[config.mk]
export PLATFORM = sky130hd
export DESIGN_NAME = multiword_add_sequencer_flat
export DESIGN_NICKNAME = d
export VERILOG_FILES = /design/src/rtl/multiword_add_sequencer_if.sv /design/src/rtl/multiword_add_sequencer.sv /design/src/flat_wrapper.sv
export SDC_FILE = /design/constraint.sdc
export NUM_CORES = 1
export LEC_CHECK = 0
export ABC_AREA = 1
export BUFFER_PORTS_ARGS = -buffer_cell sky130_fd_sc_hd__buf_2
export CAP_MARGIN = 5
export CELL_PAD_IN_SITES_DETAIL_PLACEMENT = 1
export CELL_PAD_IN_SITES_GLOBAL_PLACEMENT = 1
export CORE_ASPECT_RATIO = 0.75
export CORE_MARGIN = 2
export CORE_UTILIZATION = 23
export CTS_CLUSTER_DIAMETER = 50
export DETAILED_ROUTE_END_ITERATION = 7
export PLACE_DENSITY_LB_ADDON = 0.1
export SETUP_SLACK_MARGIN = 0.5
export SYNTH_ARGS = -nofsm -noshare
export SYNTH_HDL_FRONTEND = slang
export SYNTH_SLANG_ARGS = --single-unit
[constraint.sdc]
create_clock -name clk -period 11.8 [get_ports clk]
set_input_delay 1.18 -clock clk [delete_from_list [all_inputs] [get_ports clk]]
set_output_delay 1.18 -clock clk [all_outputs]
set_load 0.05 [all_outputs]
[src/rtl/multiword_add_sequencer_if.sv]
// multiword_add_sequencer_if: operand request / result handshake bundle for the multi-precision adder
interface multiword_add_sequencer_if #(parameter int WORDS = 4);
  localparam int WIDTH = 8 * WORDS;
  logic in_valid;
  logic in_ready;
  logic sub;
  logic [WIDTH-1:0] a;
  logic [WIDTH-1:0] b;
  logic out_valid;
  logic out_ready;
  logic [WIDTH-1:0] sum;
  logic cout;
  logic ovf;
  logic busy;
  modport master (
    output in_valid, sub, a, b, out_ready,
    input  in_ready, out_valid, sum, cout, ovf, busy
  );
  modport slave (
    input  in_valid, sub, a, b, out_ready,
    output in_ready, out_valid, sum, cout, ovf, busy
  );
endinterface

[src/rtl/multiword_add_sequencer.sv]
// multiword_add_sequencer: WORDS x 8-bit add/subtract on one shared 8-bit ripple slice, LS byte first
module multiword_add_sequencer #(
  parameter int WORDS = 4
) (
  input logic clk,
  input logic rst,
  multiword_add_sequencer_if.slave bus
);
  localparam int WIDTH = 8 * WORDS;
  localparam int KW = $clog2(WORDS);
  typedef enum logic [1:0] {IDLE, RUN, DONE} state_t;
  state_t state, state_next;
  logic [WIDTH-1:0] a_q, b_q, sum_q;
  logic [KW-1:0] k;
  logic c, cout_q, ovf_q, last, accept;
  logic [7:0] sa, sb, ss;
  logic [8:0] rc;
  assign accept = state == IDLE && bus.in_valid;
  assign last = k == KW'(WORDS - 1);
  assign sa = a_q[8*k +: 8];
  assign sb = b_q[8*k +: 8];
  // Shared 8-bit ripple-carry slice; rc[0] is the inter-cycle carry register
  always_comb begin
    rc = '0;
    ss = '0;
    rc[0] = c;
    for (int i = 0; i < 8; i++) begin
      ss[i] = sa[i] ^ sb[i] ^ rc[i];
      rc[i+1] = (sa[i] & sb[i]) | (rc[i] & (sa[i] ^ sb[i]));
    end
  end
  always_comb begin
    state_next = state;
    state_next = accept ? RUN :
                 (state == RUN && last) ? DONE :
                 (state == DONE && bus.out_ready) ? IDLE : state;
  end
  always_ff @(posedge clk) begin
    if (rst) state <= IDLE;
    else state <= state_next;
  end
  always_ff @(posedge clk) begin
    if (rst) begin
      a_q <= '0;
      b_q <= '0;
      sum_q <= '0;
      k <= '0;
      c <= 1'b0;
      cout_q <= 1'b0;
      ovf_q <= 1'b0;
    end else if (accept) begin
      a_q <= bus.a;
      b_q <= bus.sub ? ~bus.b : bus.b;
      c <= bus.sub;
      k <= '0;
    end else if (state == RUN) begin
      sum_q[8*k +: 8] <= ss;
      c <= rc[8];
      k <= k + 1'b1;
      if (last) begin
        cout_q <= rc[8];
        ovf_q <= (a_q[WIDTH-1] == b_q[WIDTH-1]) && (ss[7] != a_q[WIDTH-1]);
      end
    end
  end
  assign bus.in_ready = state == IDLE;
  assign bus.out_valid = state == DONE;
  assign bus.busy = state != IDLE;
  assign bus.sum = sum_q;
  assign bus.cout = cout_q;
  assign bus.ovf = ovf_q;
endmodule

[src/flat_wrapper.sv]
// flat-port wrapper written by rule: the top's interface ports become plain ports
module multiword_add_sequencer_flat 
#(
  parameter int WORDS = 4
)
  (clk, rst, bus_in_valid, bus_sub, bus_a, bus_b, bus_out_ready, bus_in_ready, bus_out_valid, bus_sum, bus_cout, bus_ovf, bus_busy);
  multiword_add_sequencer_if #(.WORDS(WORDS)) bus_i ();
  input logic clk;
  input logic rst;
  input wire logic [$bits(bus_i.in_valid)-1:0] bus_in_valid;
  input wire logic [$bits(bus_i.sub)-1:0] bus_sub;
  input wire logic [$bits(bus_i.a)-1:0] bus_a;
  input wire logic [$bits(bus_i.b)-1:0] bus_b;
  input wire logic [$bits(bus_i.out_ready)-1:0] bus_out_ready;
  output wire logic [$bits(bus_i.in_ready)-1:0] bus_in_ready;
  output wire logic [$bits(bus_i.out_valid)-1:0] bus_out_valid;
  output wire logic [$bits(bus_i.sum)-1:0] bus_sum;
  output wire logic [$bits(bus_i.cout)-1:0] bus_cout;
  output wire logic [$bits(bus_i.ovf)-1:0] bus_ovf;
  output wire logic [$bits(bus_i.busy)-1:0] bus_busy;
  assign bus_i.in_valid = bus_in_valid;
  assign bus_i.sub = bus_sub;
  assign bus_i.a = bus_a;
  assign bus_i.b = bus_b;
  assign bus_i.out_ready = bus_out_ready;
  assign bus_in_ready = bus_i.in_ready;
  assign bus_out_valid = bus_i.out_valid;
  assign bus_sum = bus_i.sum;
  assign bus_cout = bus_i.cout;
  assign bus_ovf = bus_i.ovf;
  assign bus_busy = bus_i.busy;
  multiword_add_sequencer #(.WORDS(WORDS)) u_core (.clk(clk), .rst(rst), .bus(bus_i));
endmodule
# == Word level (Yosys, flattened, before mapping) ==
# Index checks and enable logic that the tools add are counted.
# op_classes
n_addsub,2
n_eq_ne,5
shift,4
mux,7
bitwise_logic,42
n_reduce_logical,12
# op_table
operator,n
32-bit by 6-bit indexed part select with 8-bit output,2
5-bit negator with 34-bit output,1
8-bit by 34-bit variable shift with 32-bit output (first input constant),1
8-bit by 34-bit indexed part select with 32-bit output,1
32-bit bitwise mux,1
32-bit two-way mux,1
32-bit NOT,1
1-bit bitwise AND,16
1-bit bitwise XOR,16
1-bit bitwise OR,8
2-bit nonzero test,3
2-bit equality test (second input constant),2
1-bit logical AND,4
2-bit two-way mux,2
1-bit two-way mux,3
3-bit AND reduction,1
3-bit nonzero test,1
2-bit by 1-bit adder with 2-bit output (second input constant),1
2-bit by 1-bit equality test with 1-bit output (second input constant),1
2-bit zero test,1
2-bit AND reduction,1
2-bit OR reduction,1
1-bit equality test,1
1-bit != test,1
1-bit NOT,1
# word_totals
reg_bits,103
in_bits,69
out_inout_bits,37
word_cells,81

# == Longest topological paths before layout ==
# logic_depth
ltp_word,20
mapped_depth,22
ltp_nobuf,21

# == Worst setup path after synthesis ==
# No wires, ideal clock.
# synth_path
path_kind,register to register
start,register u_core.k[0]
end,"register u_core.sum_q[15], in the netlist u_core.bus.sum[15]"
arrival_ns,3.959
slack_ns,7.723
path_stages_with_launch,23
synth_period_minus_slack_ns,4.077
cell_sequence,dfxtp_1 buf_2 buf_1 o21ai_0 nor2_1 a21oi_1 fa_1 fa_1 fa_1 inv_1 fa_1 fa_1 fa_1 inv_1 fa_1 inv_1 fa_1 nand2_1 nor2_1 nand2_1 nand2_1 inv_1 nor2_1
# synth_between
elab_chain_len,19
elab_cells_between_ends,43
# synth_lines
element,line,text
start: declaration,multiword_add_sequencer.sv:14,logic [KW-1:0] k;
start signal: assignment,multiword_add_sequencer.sv:59,k <= k + 1'b1;
32-bit by 6-bit indexed part select with 8-bit output (on tied branches),"multiword_add_sequencer.sv:20, multiword_add_sequencer.sv:21",
1-bit bitwise XOR,"multiword_add_sequencer.sv:28, multiword_add_sequencer.sv:29",
1-bit bitwise AND,multiword_add_sequencer.sv:29,rc[i+1] = (sa[i] & sb[i]) | (rc[i] & (sa[i] ^ sb[i]));
1-bit bitwise OR,multiword_add_sequencer.sv:29,
1-bit bitwise AND,multiword_add_sequencer.sv:29,
1-bit bitwise OR,multiword_add_sequencer.sv:29,
1-bit bitwise AND,multiword_add_sequencer.sv:29,
1-bit bitwise OR,multiword_add_sequencer.sv:29,
[... 3 more ...],--,
1-bit bitwise OR,multiword_add_sequencer.sv:29,
1-bit bitwise AND,multiword_add_sequencer.sv:29,
1-bit bitwise OR,multiword_add_sequencer.sv:29,
1-bit bitwise AND,multiword_add_sequencer.sv:29,
1-bit bitwise OR,multiword_add_sequencer.sv:29,
1-bit bitwise XOR,multiword_add_sequencer.sv:28,ss[i] = sa[i] ^ sb[i] ^ rc[i];
8-bit by 34-bit indexed part select with 32-bit output,multiword_add_sequencer.sv:57,sum_q[8*k +: 8] <= ss;
32-bit bitwise mux *,multiword_add_sequencer.sv:57,
end signal: indexed assignment,multiword_add_sequencer.sv:57,
end: declaration,multiword_add_sequencer.sv:13,"logic [WIDTH-1:0] a_q, b_q, sum_q;"
# Mark *: on every way between the ends. The rest lies on a longest branch, timed or not.
# A chain may end at the register's enable or synchronous reset.

# == Worst setup path after layout ==
# Ends and elaborated chain as after synthesis.

==> metrics.csv <==
stage,metric,value,unit
power,Seq pwr share,0.428,
sta,Final TNS setup,0,ns
worst_setup_path,CP most frequent cell,fa_1,
power,Leak,2.70,nW
routing,drc violations,0,
run_status,status,"finished, final reports clean",
placement,DP HPWL,11.8,mm
logic_synthesis,"FF+latch count, synth",103,
logic_synthesis,synth top area cells,"dfxtp_1 (42%), nand2_1 (10%), o21ai_0 (9.3%), nor2_1 (8.3%), xor2_1 (5.8%)",
grt,total grt overflow,0,
clock_network,# hold bufs at CTS,0,
placement,PortBufs,105,
sta,Final Slew Violations,0,
routing,DR vias,4421,
power,power after layout,890,uW
logic_synthesis,sequential area share after synthesis,0.424,
hold_path,HP Class,flip-flop to flip-flop,
logic_synthesis,Unique masters post-synth,24,
clock_network,H-tree depth,3,
finish,Nets,833,
worst_setup_path,CP Data Required Time,12.09,ns
logic_synthesis,post-synthesis cell count,669,
power,Psw,246,uW
logic_synthesis,share of the synthesized area in the top cell type,0.424,
floorplanning,Die ar.,22300,um2
finish,Syn-to-layout area delta,22.3,%
logic_synthesis,Avg Inst Size Synth,7.26,um2
placement,dpl ws,6.82,ns
worst_setup_path,CP max-delay cell,fa_1,
floorplanning,Initial Util,0.232,
routing,Final ANT Viol Nets,0,
clock_network,Worst-Skew Late Latency,0.36,ns
routing,initial detailed-routing violation count,197,
power,Pwr per Cell Area,150,nW/um2
worst_setup_path,critical path's largest stage delay,0.55,ns
worst_setup_path,Worst setup SP type,flip-flop,
clock_network,CTS tree,built,
floorplanning,Die Height,130,um
worst_setup_path,CP max FO,57,
worst_setup_path,CP Class,flip-flop to flip-flop,
sta,Final WS setup,6.82,ns
logic_synthesis,Syn. warnings,0,
finish,area of the multi-input gates,2390,um2
sta,relative slew slack,0.404,
worst_setup_path,Crit path arrival time,5.27,ns
placement,routability congestion estimate,0.765,
flow_run,maxcap violations,0,
grt,first-pass GRT wire length,25.4,mm
sta,final setup vio count,0,
sta,fin crit period,4.98,ns
grt,largest net degree at the start of global routing,65,
logic_synthesis,syn_nets,751,
sta,Max Clk Rate,0.201,GHz
floorplanning,# IOs,106,
clock_network,cts bufs inserted,9,
power,clock power share,0.410,
grt,initial antenna violation count,0,
floorplanning,total core area,21000,um2
finish,post-route cell area,5940,um2
worst_setup_path,CP Cell Sequence,buf_4 -> inv_1 -> nor2_1 -> nor2_1 -> a21oi_1 -> fa_1 -> fa_1 -> fa_1 -> inv_1 -> fa_1 -> fa_1 -> fa_1 -> inv_1 -> fa_1 -> inv_1 -> fa_1 -> nand2_1 -> nor2_1 -> nand2_1 -> nand2_1 -> inv_1 -> nor2_1,
placement,Area after DPL,5580,um2
worst_setup_path,CP Capture Type,flip-flop,
grt,gr usage total,0.149,
power,Net Sw Frac,0.277,
power,internal power,644,uW
clock_network,Post-CTS Resized,0,
power,Max VDD drop,0.0668,mV
routing,drt first pass iters,4,
sta,"Period Utilization, post-route",0.422,
routing,Via-to-Cell Ratio,4.23,
sta,Worst Max-Slew Pin Slew,0.895,ns
floorplanning,Die W,172,um
clock_network,"Reg clk slew, reported paths",0.07,ns
finish,Ant. Diodes,0,
power,Combinational Power Share,0.161,
sta,final hold violation count,0,
clock_network,CTS Sinks,103,
clock_network,CTS root buffer,clkbuf_16,
routing,final WL,15.9,mm
finish,fillers,2652,
grt,number of global-route vias before repair,4557,
finish,fraction of layout cells with a size suffix above 1,0.177,
finish,register area,2060,um2
sta,hold slack,0.448,ns
clock_network,worst-case clock buffer depth,2,
sta,RSZ-0062 raised after global routing,false,
sta,clk_skew,0.0109,ns
logic_synthesis,Post-Syn Area,4860,um2
clock_network,setup bufs post-CTS,0,
routing,WL per Instance,15.2,um
floorplanning,cell row count,46,
logic_synthesis,"area leader, netlist",dfxtp_1,
[final cells by class]
| cell class | count | area share |
|---|---|---|
| Clock buffer | 10 | 0.0385 |
| Inverter | 57 | 0.0364 |
| Timing Repair Buffer | 108 | 0.0922 |
| Multi-Input combinational cell | 472 | 0.403 |
| Clock inverter | 6 | 0.0223 |
| Tap cell | 288 | 0.0606 |
| Sequential cell | 103 | 0.347 |
[metrics by stage]
stage	utilization	instances
3_5_place_dp	0.266	1028
3_3_place_gp	0.266	1028
6_report	0.284	1044
4_1_cts	0.284	1044
5_1_grt	0.284	1044
2_1_floorplan	-	669
[worst max-delay path, delay by kind of cell, from the launching register on]
kind            cells  cell delay, ns
compound gates      1            0.17
buf+inv             6            1.17
flops               1            0.31
simple gates        7            0.78
fa+ha+maj           8            2.43
[logic make-up after synthesis]
group	Yosys count	share of synthesized area
simple gates	275	0.232
compound gates	152	0.158
flops	103	0.424
buf+inv	94	0.0827
xor+xnor	32	0.0577
fa+ha+maj	13	0.0458
[synthesized netlist by cell type]
master	instances
xor2_1	32
nor3_1	1
inv_4	1
nor2_1	107
inv_1	55
nor2_4	4
ha_1	5
nand3_2	1
clkbuf_1	11
nand3_1	27
buf_1	1
inv_2	1
o21ai_1	17
buf_2	19
buf_4	6
a21oi_1	41
dfxtp_1	103
nand2_4	2
o21ai_0	90
nor2_2	2
nand2_1	130
nand4_1	1
fa_1	8
o22ai_1	4
[power by group through the flow]
stage          Sequential, mW  Clock, mW  Combinational [mW]
2_1_floorplan           0.398          0              0.0856
3_3_place_gp            0.390          0               0.144
3_5_place_dp            0.390          0               0.146
4_1_cts                 0.382      0.379               0.147
5_1_grt                 0.384      0.393               0.163
6_report                0.381      0.365               0.144
[metal layers]
layer | global-route usage | up-vias | part of all wire
li1 | - | 2289 | -
met1 | 0.223 | 2033 | 0.55
met2 | 0.218 | 89 | 0.40
met3 | 0.0312 | 10 | 0.038
met4 | 0.0356 | 0 | 0.0093
met5 | 0 | - | 0
[state kept, by name, indices dropped and copies added (netlist names)]
| name | flops |
|---|---|
| u_core.a_q | 32 |
| u_core.b_q | 32 |
| u_core.bus.sum | 32 |
| u_core.k | 2 |
| u_core.state | 2 |
| u_core.bus.cout | 1 |
| u_core.bus.ovf | 1 |
| u_core.c | 1 |
[final timing paths]
path,from,endpoint,slack [ns],cells after the start
worst max-delay path,u_core.k[0],u_core.bus.sum[15],6.82,22
worst min-delay path,u_core.bus.sum[27],u_core.bus.sum[27],0.45,2
worst max register to register,u_core.k[0],u_core.bus.sum[15],6.82,22
worst min register to register,u_core.bus.sum[27],u_core.bus.sum[27],0.45,2
[cells in the final DEF, fill, tap and decap left out]
cell / count
inv_4: 1
a21oi_1: 41
nor2_1: 107
dfxtp_1: 103
o22ai_1: 4
inv_1: 55
nand4_1: 1
nor3_1: 1
nor2_2: 2
ha_1: 5
clkbuf_1: 1
fa_1: 8
buf_2: 105
o21ai_0: 90
inv_2: 1
nand3_1: 27
xor2_1: 32
nand3_2: 1
nor2_4: 4
clkinvlp_4: 1
clkinv_2: 1
o21ai_1: 17
nand2_4: 2
bufinv_16: 4
buf_4: 3
clkbuf_16: 9
nand2_1: 130
No activity file was read; power rests on OpenSTA's default activity.
